--- src/rtl/stream_demux_pkg.sv ---
// Shared constants and types for the BPM-link stream demultiplexer.
package stream_demux_pkg;

    localparam int BPM_DW = 112;

    typedef logic [1:0] dest_t;

    localparam dest_t DEST_M00  = 2'b01;
    localparam dest_t DEST_M01  = 2'b10;
    localparam dest_t DEST_BOTH = 2'b11;

endpackage

--- src/rtl/stream_demux_if.sv ---
// Stream-side bundle of stream_demux: one input stream, two output streams, hold inputs and drop counts.
// The master modport is the surroundings (source and sinks); the slave modport is the demux itself.
interface stream_demux_if
    import stream_demux_pkg::*;
#(
    parameter int DW    = BPM_DW,
    parameter int CNT_W = 16
) ();

    logic              s00_tvalid;
    logic              s00_tready;
    logic [DW-1:0]     s00_tdata;
    dest_t             s00_tdest;

    logic              m00_tvalid;
    logic              m00_tready;
    logic [DW-1:0]     m00_tdata;
    logic              m00_hold;
    logic [CNT_W-1:0]  m00_dropped;

    logic              m01_tvalid;
    logic              m01_tready;
    logic [DW-1:0]     m01_tdata;
    logic              m01_hold;
    logic [CNT_W-1:0]  m01_dropped;

    modport master (
        output s00_tvalid, s00_tdata, s00_tdest,
        input  s00_tready,
        input  m00_tvalid, m00_tdata, m00_dropped,
        output m00_tready, m00_hold,
        input  m01_tvalid, m01_tdata, m01_dropped,
        output m01_tready, m01_hold
    );

    modport slave (
        input  s00_tvalid, s00_tdata, s00_tdest,
        output s00_tready,
        output m00_tvalid, m00_tdata, m00_dropped,
        input  m00_tready, m00_hold,
        output m01_tvalid, m01_tdata, m01_dropped,
        input  m01_tready, m01_hold
    );

endinterface

--- src/rtl/stream_demux_fifo.sv ---
// sync_fwft_fifo: single-clock first-word-fallthrough FIFO, depth 2**AW, async active-high reset.
// Pointers carry an extra wrap bit so full and empty are told apart without a separate count.
module sync_fwft_fifo #(
    parameter int DW = 112,
    parameter int AW = 4
) (
    input  logic          clk,
    input  logic          rst,
    input  logic          push,
    input  logic          pop,
    input  logic [DW-1:0] din,
    output logic [DW-1:0] dout,
    output logic          full,
    output logic          empty
);

    logic [DW-1:0] r_mem [2**AW];
    logic [AW:0]   r_wr_ptr;
    logic [AW:0]   r_rd_ptr;
    logic          w_push;
    logic          w_pop;

    assign w_push = push & ~full;
    assign w_pop  = pop & ~empty;

    always_ff @(posedge clk or posedge rst) begin
        if (rst) begin
            r_wr_ptr <= '0;
            r_rd_ptr <= '0;
        end else begin
            if (w_push) r_wr_ptr <= r_wr_ptr + 1'b1;
            if (w_pop)  r_rd_ptr <= r_rd_ptr + 1'b1;
        end
    end

    // Storage needs no reset: nothing is visible until the write pointer moves past it.
    always_ff @(posedge clk) begin
        if (w_push) r_mem[r_wr_ptr[AW-1:0]] <= din;
    end

    assign full  = (r_wr_ptr[AW-1:0] == r_rd_ptr[AW-1:0]) && (r_wr_ptr[AW] != r_rd_ptr[AW]);
    assign empty = (r_wr_ptr == r_rd_ptr);
    assign dout  = r_mem[r_rd_ptr[AW-1:0]];

endmodule

--- src/rtl/stream_demux.sv ---
// stream_demux: steers each input beat to m00, m01, both or neither by tdest mask, one FWFT FIFO per output.
// Optional feature STREAM_DEMUX_DROP_EN: never backpressure, discard per-output on full and count drops.
module stream_demux
    import stream_demux_pkg::*;
#(
    parameter int DW      = BPM_DW,
    parameter int FIFO_AW = 4,
    parameter int CNT_W   = 16
) (
    input  logic          aclk,
    input  logic          areset,
    stream_demux_if.slave bus
);

    logic w_sel0, w_sel1;
    logic w_full0, w_full1;
    logic w_empty0, w_empty1;
    logic w_xfer;
    logic w_push0, w_push1;
    logic w_pop0, w_pop1;

    assign w_sel0 = |(bus.s00_tdest & DEST_M00);
    assign w_sel1 = |(bus.s00_tdest & DEST_M01);
    assign w_xfer = bus.s00_tvalid & bus.s00_tready;

`ifdef STREAM_DEMUX_DROP_EN
    logic             w_drop0, w_drop1;
    logic [CNT_W-1:0] r_dropped0, r_dropped1;

    assign bus.s00_tready = ~areset;
    assign w_push0 = w_xfer & w_sel0 & ~w_full0;
    assign w_push1 = w_xfer & w_sel1 & ~w_full1;
    assign w_drop0 = w_xfer & w_sel0 & w_full0;
    assign w_drop1 = w_xfer & w_sel1 & w_full1;

    always_ff @(posedge aclk or posedge areset) begin
        if (areset) begin
            r_dropped0 <= '0;
            r_dropped1 <= '0;
        end else begin
            if (w_drop0 && (r_dropped0 != '1)) r_dropped0 <= r_dropped0 + CNT_W'(1);
            if (w_drop1 && (r_dropped1 != '1)) r_dropped1 <= r_dropped1 + CNT_W'(1);
        end
    end

    assign bus.m00_dropped = r_dropped0;
    assign bus.m01_dropped = r_dropped1;
`else
    // A broadcast stalls unless both targets have room, so it lands in both FIFOs or neither.
    assign bus.s00_tready = ~areset & ~((w_sel0 & w_full0) | (w_sel1 & w_full1));
    assign w_push0 = w_xfer & w_sel0;
    assign w_push1 = w_xfer & w_sel1;

    assign bus.m00_dropped = '0;
    assign bus.m01_dropped = '0;
`endif

    assign bus.m00_tvalid = ~w_empty0 & ~bus.m00_hold;
    assign bus.m01_tvalid = ~w_empty1 & ~bus.m01_hold;
    assign w_pop0 = bus.m00_tvalid & bus.m00_tready;
    assign w_pop1 = bus.m01_tvalid & bus.m01_tready;

    sync_fwft_fifo #(.DW(DW), .AW(FIFO_AW)) u_fifo0 (
        .clk   (aclk),
        .rst   (areset),
        .push  (w_push0),
        .pop   (w_pop0),
        .din   (bus.s00_tdata),
        .dout  (bus.m00_tdata),
        .full  (w_full0),
        .empty (w_empty0)
    );

    sync_fwft_fifo #(.DW(DW), .AW(FIFO_AW)) u_fifo1 (
        .clk   (aclk),
        .rst   (areset),
        .push  (w_push1),
        .pop   (w_pop1),
        .din   (bus.s00_tdata),
        .dout  (bus.m01_tdata),
        .full  (w_full1),
        .empty (w_empty1)
    );

endmodule

--- src/flat_wrapper.sv ---
// flat-port wrapper written by rule: the top's interface ports become plain ports
module stream_demux_flat import stream_demux_pkg::*;
#(
    parameter int DW      = BPM_DW,
    parameter int FIFO_AW = 4,
    parameter int CNT_W   = 16
)
  (aclk, areset, bus_s00_tvalid, bus_s00_tdata, bus_s00_tdest, bus_s00_tready, bus_m00_tvalid, bus_m00_tdata, bus_m00_dropped, bus_m00_tready, bus_m00_hold, bus_m01_tvalid, bus_m01_tdata, bus_m01_dropped, bus_m01_tready, bus_m01_hold);
  stream_demux_if #(.DW(DW), .CNT_W(CNT_W)) bus_i ();
  input  logic aclk;
  input  logic areset;
  input wire logic [$bits(bus_i.s00_tvalid)-1:0] bus_s00_tvalid;
  input wire logic [$bits(bus_i.s00_tdata)-1:0] bus_s00_tdata;
  input wire logic [$bits(bus_i.s00_tdest)-1:0] bus_s00_tdest;
  output wire logic [$bits(bus_i.s00_tready)-1:0] bus_s00_tready;
  output wire logic [$bits(bus_i.m00_tvalid)-1:0] bus_m00_tvalid;
  output wire logic [$bits(bus_i.m00_tdata)-1:0] bus_m00_tdata;
  output wire logic [$bits(bus_i.m00_dropped)-1:0] bus_m00_dropped;
  input wire logic [$bits(bus_i.m00_tready)-1:0] bus_m00_tready;
  input wire logic [$bits(bus_i.m00_hold)-1:0] bus_m00_hold;
  output wire logic [$bits(bus_i.m01_tvalid)-1:0] bus_m01_tvalid;
  output wire logic [$bits(bus_i.m01_tdata)-1:0] bus_m01_tdata;
  output wire logic [$bits(bus_i.m01_dropped)-1:0] bus_m01_dropped;
  input wire logic [$bits(bus_i.m01_tready)-1:0] bus_m01_tready;
  input wire logic [$bits(bus_i.m01_hold)-1:0] bus_m01_hold;
  assign bus_i.s00_tvalid = bus_s00_tvalid;
  assign bus_i.s00_tdata = bus_s00_tdata;
  assign bus_i.s00_tdest = bus_s00_tdest;
  assign bus_s00_tready = bus_i.s00_tready;
  assign bus_m00_tvalid = bus_i.m00_tvalid;
  assign bus_m00_tdata = bus_i.m00_tdata;
  assign bus_m00_dropped = bus_i.m00_dropped;
  assign bus_i.m00_tready = bus_m00_tready;
  assign bus_i.m00_hold = bus_m00_hold;
  assign bus_m01_tvalid = bus_i.m01_tvalid;
  assign bus_m01_tdata = bus_i.m01_tdata;
  assign bus_m01_dropped = bus_i.m01_dropped;
  assign bus_i.m01_tready = bus_m01_tready;
  assign bus_i.m01_hold = bus_m01_hold;
  stream_demux #(.DW(DW), .FIFO_AW(FIFO_AW), .CNT_W(CNT_W)) u_core (.aclk(aclk), .areset(areset), .bus(bus_i));
endmodule
--- config.mk ---
export PLATFORM = sky130hd
export DESIGN_NAME = stream_demux_flat
export DESIGN_NICKNAME = d
export VERILOG_FILES = /design/src/rtl/stream_demux_pkg.sv /design/src/rtl/stream_demux_if.sv /design/src/rtl/stream_demux_fifo.sv /design/src/rtl/stream_demux.sv /design/src/flat_wrapper.sv
export SDC_FILE = /design/constraint.sdc
export NUM_CORES = 2
export LEC_CHECK = 0
export ABC_AREA = 1
export BUFFER_PORTS_ARGS = -buffer_cell sky130_fd_sc_hd__buf_2
export CAP_MARGIN = 20
export CORE_MARGIN = 5
export CORE_UTILIZATION = 30
export CTS_CLUSTER_DIAMETER = 60
export DETAILED_ROUTE_END_ITERATION = 10
export MAX_ROUTING_LAYER = met4
export PLACE_DENSITY = 0.47
export SETUP_SLACK_MARGIN = 0.3
export SLEW_MARGIN = 10
export SYNTH_ARGS = -nofsm -noshare
export SYNTH_HDL_FRONTEND = slang
export SYNTH_SLANG_ARGS = --single-unit
export TNS_END_PERCENT = 20
--- constraint.sdc ---
create_clock -name aclk -period 6.7 [get_ports aclk]
set_clock_uncertainty 0.1 [all_clocks]
set_input_delay 0.67 -clock aclk [delete_from_list [all_inputs] [get_ports aclk]]
set_output_delay 0.67 -clock aclk [all_outputs]
set_load 0.03 [all_outputs]
# Yosys cells after proc, flatten, opt, wreduce, memory -nomap -nowiden
# Memory sizes are Yosys's and may differ from the RTL's.
# Index checks and enable logic that the tools add are counted.
# totals
regBits	20
mem_bits_rw	3584
input_bits	121
output_inout_bits	259
word_cells	45
n_memories	2
# classes
n_addsub	4
eq_ne	6
muxes	4
bitwise_logic	23
reduce_logical	2
# mem_list
memory	depth	word_bits	rd	rd_ports_with_merged_regs	write_ports	line	rtl
u_core.u_fifo0.r_mem	16	112	1	0	1	stream_demux_fifo.sv:17	logic [DW-1:0] r_mem [2**AW];
u_core.u_fifo1.r_mem	16	112	1	0	1	stream_demux_fifo.sv:17	
# op_table
operator	n
$add 5x1->5 const B	4
$and 1x1->1	14
$eq 5x5->1	2
$eq 4x4->1	2
$not 1->1	8
$mux 1	4
$logic_and 1x1->1	2
$ne 1x1->1	2
$or 1x1->1	1

# Depth between registers and ports, before layout
# depth
word_depth	11
ltp_mapped	12
mapped_depth_nobuf	10

# Modules after synthesis
# From an unflattened synthesis, not the netlist that was laid out.
# hier_totals
hier_cells	12449
hier_area_um2	145447.0
# modules_own_cells
module	n_inst	cells_each	area_each_um2
sync_fwft_fifo	2	6201	72564.6
stream_demux	1	47	317.8

# Worst setup path after synthesis
# OpenSTA, ideal clock, no wires.
# synth_timing
path_type	input to register
from	in areset
to	mem u_core.u_fifo0.r_mem[0][0], enable pin
setup_ps	584
t_arrival_ps	6368
t_required_ps	6016
path_slack_ps	-353
stages	6
path_cell_list	inv_1 -> nand2_1 -> nor2_4 -> nand3_2 -> buf_4 -> nor2_1
# synth_via
elab_chain_len	7
# synth_lines
element	line	rtl
start: declaration	flat_wrapper.sv:11	input logic areset;
$not 1->1	stream_demux.sv:50	assign bus.s00_tready = ~areset & ~((w_sel0 & w_full0) | (w_sel1 & w_full1));
$and 1x1->1	stream_demux.sv:50	
$and 1x1->1	stream_demux.sv:24	assign w_xfer = bus.s00_tvalid & bus.s00_tready;
$and 1x1->1	stream_demux.sv:51	assign w_push0 = w_xfer & w_sel0;
$and 1x1->1	stream_demux_fifo.sv:23	assign w_push = push & ~full;
$mux 1	stream_demux_fifo.sv:38	if (w_push) r_mem[r_wr_ptr[AW-1:0]] <= din;
$mux 1 (implied by the code)	stream_demux_fifo.sv:38	
end: declaration	stream_demux_fifo.sv:17	
# No other way between the ends.

# Worst setup path in the final report
# layout_timing
from	reg u_core.u_fifo1.r_rd_ptr[0]
to	out bus_m01_tdata[16]
# layout_via
elab_chain_len	1
# layout_lines
element	line	rtl
start: declaration	stream_demux_fifo.sv:19	logic [AW:0] r_rd_ptr;
start signal: assignment	stream_demux_fifo.sv:32	if (w_pop) r_rd_ptr <= r_rd_ptr + 1'b1;
$mem_v2 16x112	n/a	
end: declaration	flat_wrapper.sv:22	output wire logic [$bits(bus_i.m01_tdata)-1:0] bus_m01_tdata;
# No other way between the ends.

==> flow_summary_export.csv <==
group,metric,value,unit
power,ir_drop,0.0003894,V
logic_synthesis,synth-xor-area-share,0.1197,%
finish,area_delta_synth_final,15.20,%
floorplanning,rows,250,
clock_tree,post_cts_resized,0,
timing,drv_slew,0,
setup_path,cpPeakStageDelay,0.71,ns
logic_synthesis,synthAdderAreaFrac,0.08999,%
logic_synthesis,yosysTopAreaCell,"edfxtp_1",
finish,nets,10380,
floorplanning,die_area,0.4772,mm2
detailed_routing,ant_nets,0,
timing,period_needed,5.603,ns
logic_synthesis,synth-edff-count,3584,
timing,rsz0062_at_grt,"no",
detailed_routing,viasPerCell,5.162,
logic_synthesis,synth_flop_cell,"edfxtp_1",
timing,setup_viol,0,
clock_tree,clock_path_buffers,4,
logic_synthesis,netlist_top_cells_count,"edfxtp_1, o21ai_0, nor2_1",
finish,stdcell_area,0.1602,mm2
setup_path,cp_num_buf_inv,4,
run,drv_cap,0,
status,status,"completed",
setup_path,critPathTopFamily,"buffers and inverters",
setup_path,cp_max_fo,218,
floorplanning,fp.dieH,690.8,um
floorplanning,die_x,690.8,um
logic_synthesis,yosys_warnings,0,
clock_tree,cts-root-buf,"clkbuf_16",
logic_synthesis,synth_top_family_by_area,"compound AO/OA/AOI/OAI gates",
global_route,antenna_found_initial,64,
logic_synthesis,synth.most_common_cell,"edfxtp_1",
timing,worst_pin_slew,1.202,ns
detailed_routing,drc,0,
setup_path,cp-start-kind,"flop",
clock_tree,clk_pin_slew,0.06,ns
floorplanning,io_pins,380,
place,placed_cell_area,0.1476,mm2
place,gp_congestion,0.7619,
logic_synthesis,synthArstFlopShare,0.5549,%
logic_synthesis,synth_top_area_share,77.40,%
clock_tree,h-tree-depth,5,
global_route,grtUsageTotal,18.71,%
logic_synthesis,synth_mux_area_share,0,%
clock_tree,cts_tree,"done",
timing,hold_viol_final,0,
clock_tree,cts_made_buffers,387,
detailed_routing,routed_wl,452800,um
floorplanning,core,0.4626,mm2
global_route,grt_first_pass_wirelength,638100,um
timing,min_period_over_period,83.62,%
setup_path,critPathSlowestCell,"buf_4",
finish,multi_input_area,0.02792,mm2
timing,relSlewSlack,19.90,%
timing,holdWs,0.1522,ns
logic_synthesis,syn_area,0.1390,mm2
setup_path,critPathKind,"flop to primary output",
min_path,hold_path.class,"input pin to flop",
clock_tree,cts_num_sinks,3604,
global_route,grt_overflow,0,
logic_synthesis,yosys.cell_types.count,30,
finish,seqCellArea,0.1082,mm2
detailed_routing,drt_iter0_drc,7851,
clock_tree,postCtsSetupBuffers,0,
logic_synthesis,synth-seq-cells,3604,
logic_synthesis,synth_cells,10060,
global_route,grt_max_degree,236,
logic_synthesis,synth_compound_area_share,10.97,%
logic_synthesis,syn_avg_cell_area,13.83,um2
setup_path,cp_cell_sequence,"inv_8 > buf_12 > buf_4 > o21ai_0 > o221ai_1 > o211ai_1 > nand3_1 > buf_2",
detailed_routing,firstDrtPassIters,6,
clock_tree,insertion_delay,0.94,ns
detailed_routing,via_count,86570,
place,numPortBuffers,347,
global_route,grt_pass1_vias,84480,
logic_synthesis,ys_seq_area_share,77.76,%
finish,fillers,44440,
setup_path,critPathRequiredTime,5.93,ns
setup_path,endpoint_kind,"primary output",
place,dpl.hpwl,237300,um
setup_path,arrival,4.83,ns
finish,drive_gt1_share,10.87,%
timing,max_freq,178.5,MHz
floorplanning,initial_core_util,30.05,%
logic_synthesis,ys_top_cells_by_area,"edfxtp_1, o21ai_0, nor2_1",
detailed_routing,avgRoutedWirePerCell,27.00,um
power,p_per_area,441.1,mW/mm2
logic_synthesis,synthSimpleGateAreaFrac,8.626,%
power,leakage,0.05052,uW
[flip-flops by register name, summed over array words and instances (netlist names)]
signal and cells:
u_core.u_fifo0.r_mem 1792, u_core.u_fifo1.r_mem 1792, u_core.u_fifo0.r_rd_ptr 5, u_core.u_fifo0.r_wr_ptr 5, u_core.u_fifo1.r_rd_ptr 5, u_core.u_fifo1.r_wr_ptr 5
[per-layer routing]
metal / vias to the layer above / routed length [um] / GRT usage (%)
li1: 38220 / - / -
met1: 45020 / 193500 / 24.30
met2: 2672 / 223400 / 31.25
met3: 658 / 24520 / 2.355
met4: 0 / 11310 / 4.528
met5: - / 0 / -
[path summary, 6_finish.rpt]
check                                                  startpoint                                      to  slack [ns]  depth (start not counted)
min in group asynchronous                                  areset  u_core.u_fifo0.r_wr_ptr[1]$_DFFE_PP0P_        0.41                          4
max in group asynchronous                                  areset  u_core.u_fifo1.r_rd_ptr[2]$_DFFE_PP0P_        5.71                          4
max                        u_core.u_fifo1.r_rd_ptr[0]$_DFFE_PP0P_                       bus_m01_tdata[16]        1.10                          8
min                                                  bus_m00_hold  u_core.u_fifo0.r_rd_ptr[4]$_DFFE_PP0P_        0.15                          6
max reg2reg                u_core.u_fifo1.r_rd_ptr[3]$_DFFE_PP0P_   u_core.u_fifo1.r_mem[8][73]$_DFFE_PP_        2.37                         12
min reg2reg                u_core.u_fifo0.r_wr_ptr[4]$_DFFE_PP0P_  u_core.u_fifo0.r_wr_ptr[4]$_DFFE_PP0P_        0.45                          2
[worst register-to-register path, stage by stage (launching register included)]
cell and delay [ns]:
dfrtp_1 0.44, inv_6 0.78, nand2_1 0.20, nand2_1 0.13
nor2_1 0.06, nand4_1 0.07, nand2_1 0.10, nor2_4 0.13
nand3_2 0.46, buf_4 0.42, nor2_4 0.12, buf_12 0.42
buf_12 0.51
[cell families (layout without fill, tap and decap cells)]
family,count (synthesis),in the layout
buffers and inverters,774,1255
flip-flops,3604,3604
AO/OA/AOI/OAI,2639,2639
adder cells (fa/ha/maj),10,10
AND/OR/NAND/NOR,3010,3010
XOR/XNOR,19,19
other,1,58
[power by group]
part           switching (uW)  internal [uW]  total [uW]
clock                    8890          12200       21100
combinational           18400           5510       23900
sequential                359          25400       25700
[final cells by class]
type | instances | share of cell area [%]
clock inverter | 234 | 1.361
tap | 6174 | 4.823
multi-input combinational | 5710 | 17.43
clock buffer | 478 | 6.390
timing repair buffer | 514 | 2.329
sequential | 3604 | 67.52
inverter | 29 | 0.1086
antenna | 26 | 0.04062
[placed cells by master, fill, tap and decap left out, types with 3 or more instances in the layout]
cell type,instances
xnor2_1,4
dlygate4sd3_1,6
o22ai_1,399
inv_8,8
diode_2,26
nor2_4,35
ha_1,10
dfrtp_1,13
o21ai_0,1406
bufinv_16,34
nand2_1,1141
o221ai_1,239
clkinvlp_4,10
buf_4,103
dfrtp_4,7
inv_1,18
clkinv_2,77
clkinv_4,4
a211oi_1,135
clkbuf_1,79
nand4_1,64
buf_2,347
a21oi_1,271
clkbuf_8,4
clkinv_1,84
clkbuf_16,395
o211ai_1,38
inv_16,3
inv_6,14
xor2_1,15
o221a_2,35
nor2_1,1360
conb_1,32
nand3_1,404
o21ai_1,116
clkinv_8,9
buf_12,58
edfxtp_1,3584
[timing repair]
item / CTS / global route
hold endpoints to repair: 32 / 0
hold buffers: 6 / 0
endpoints found under the setup margin: 0 / 0
[stage by stage]
stage	utilization, %	setup TNS, ns	worst slack [ns]	total power, uW	instances
after floorplan	-	-1056.20	-0.3513	40580	10090
after global placement	31.91	0	2.061	50290	16020
after detailed placement	31.91	0	2.088	50520	16020
after CTS	34.61	0	1.067	71620	16740
after global routing	34.62	0	0.7866	74110	16760
final	34.62	0	1.097	70660	16770
No activity file was read; power rests on OpenSTA's default activity.
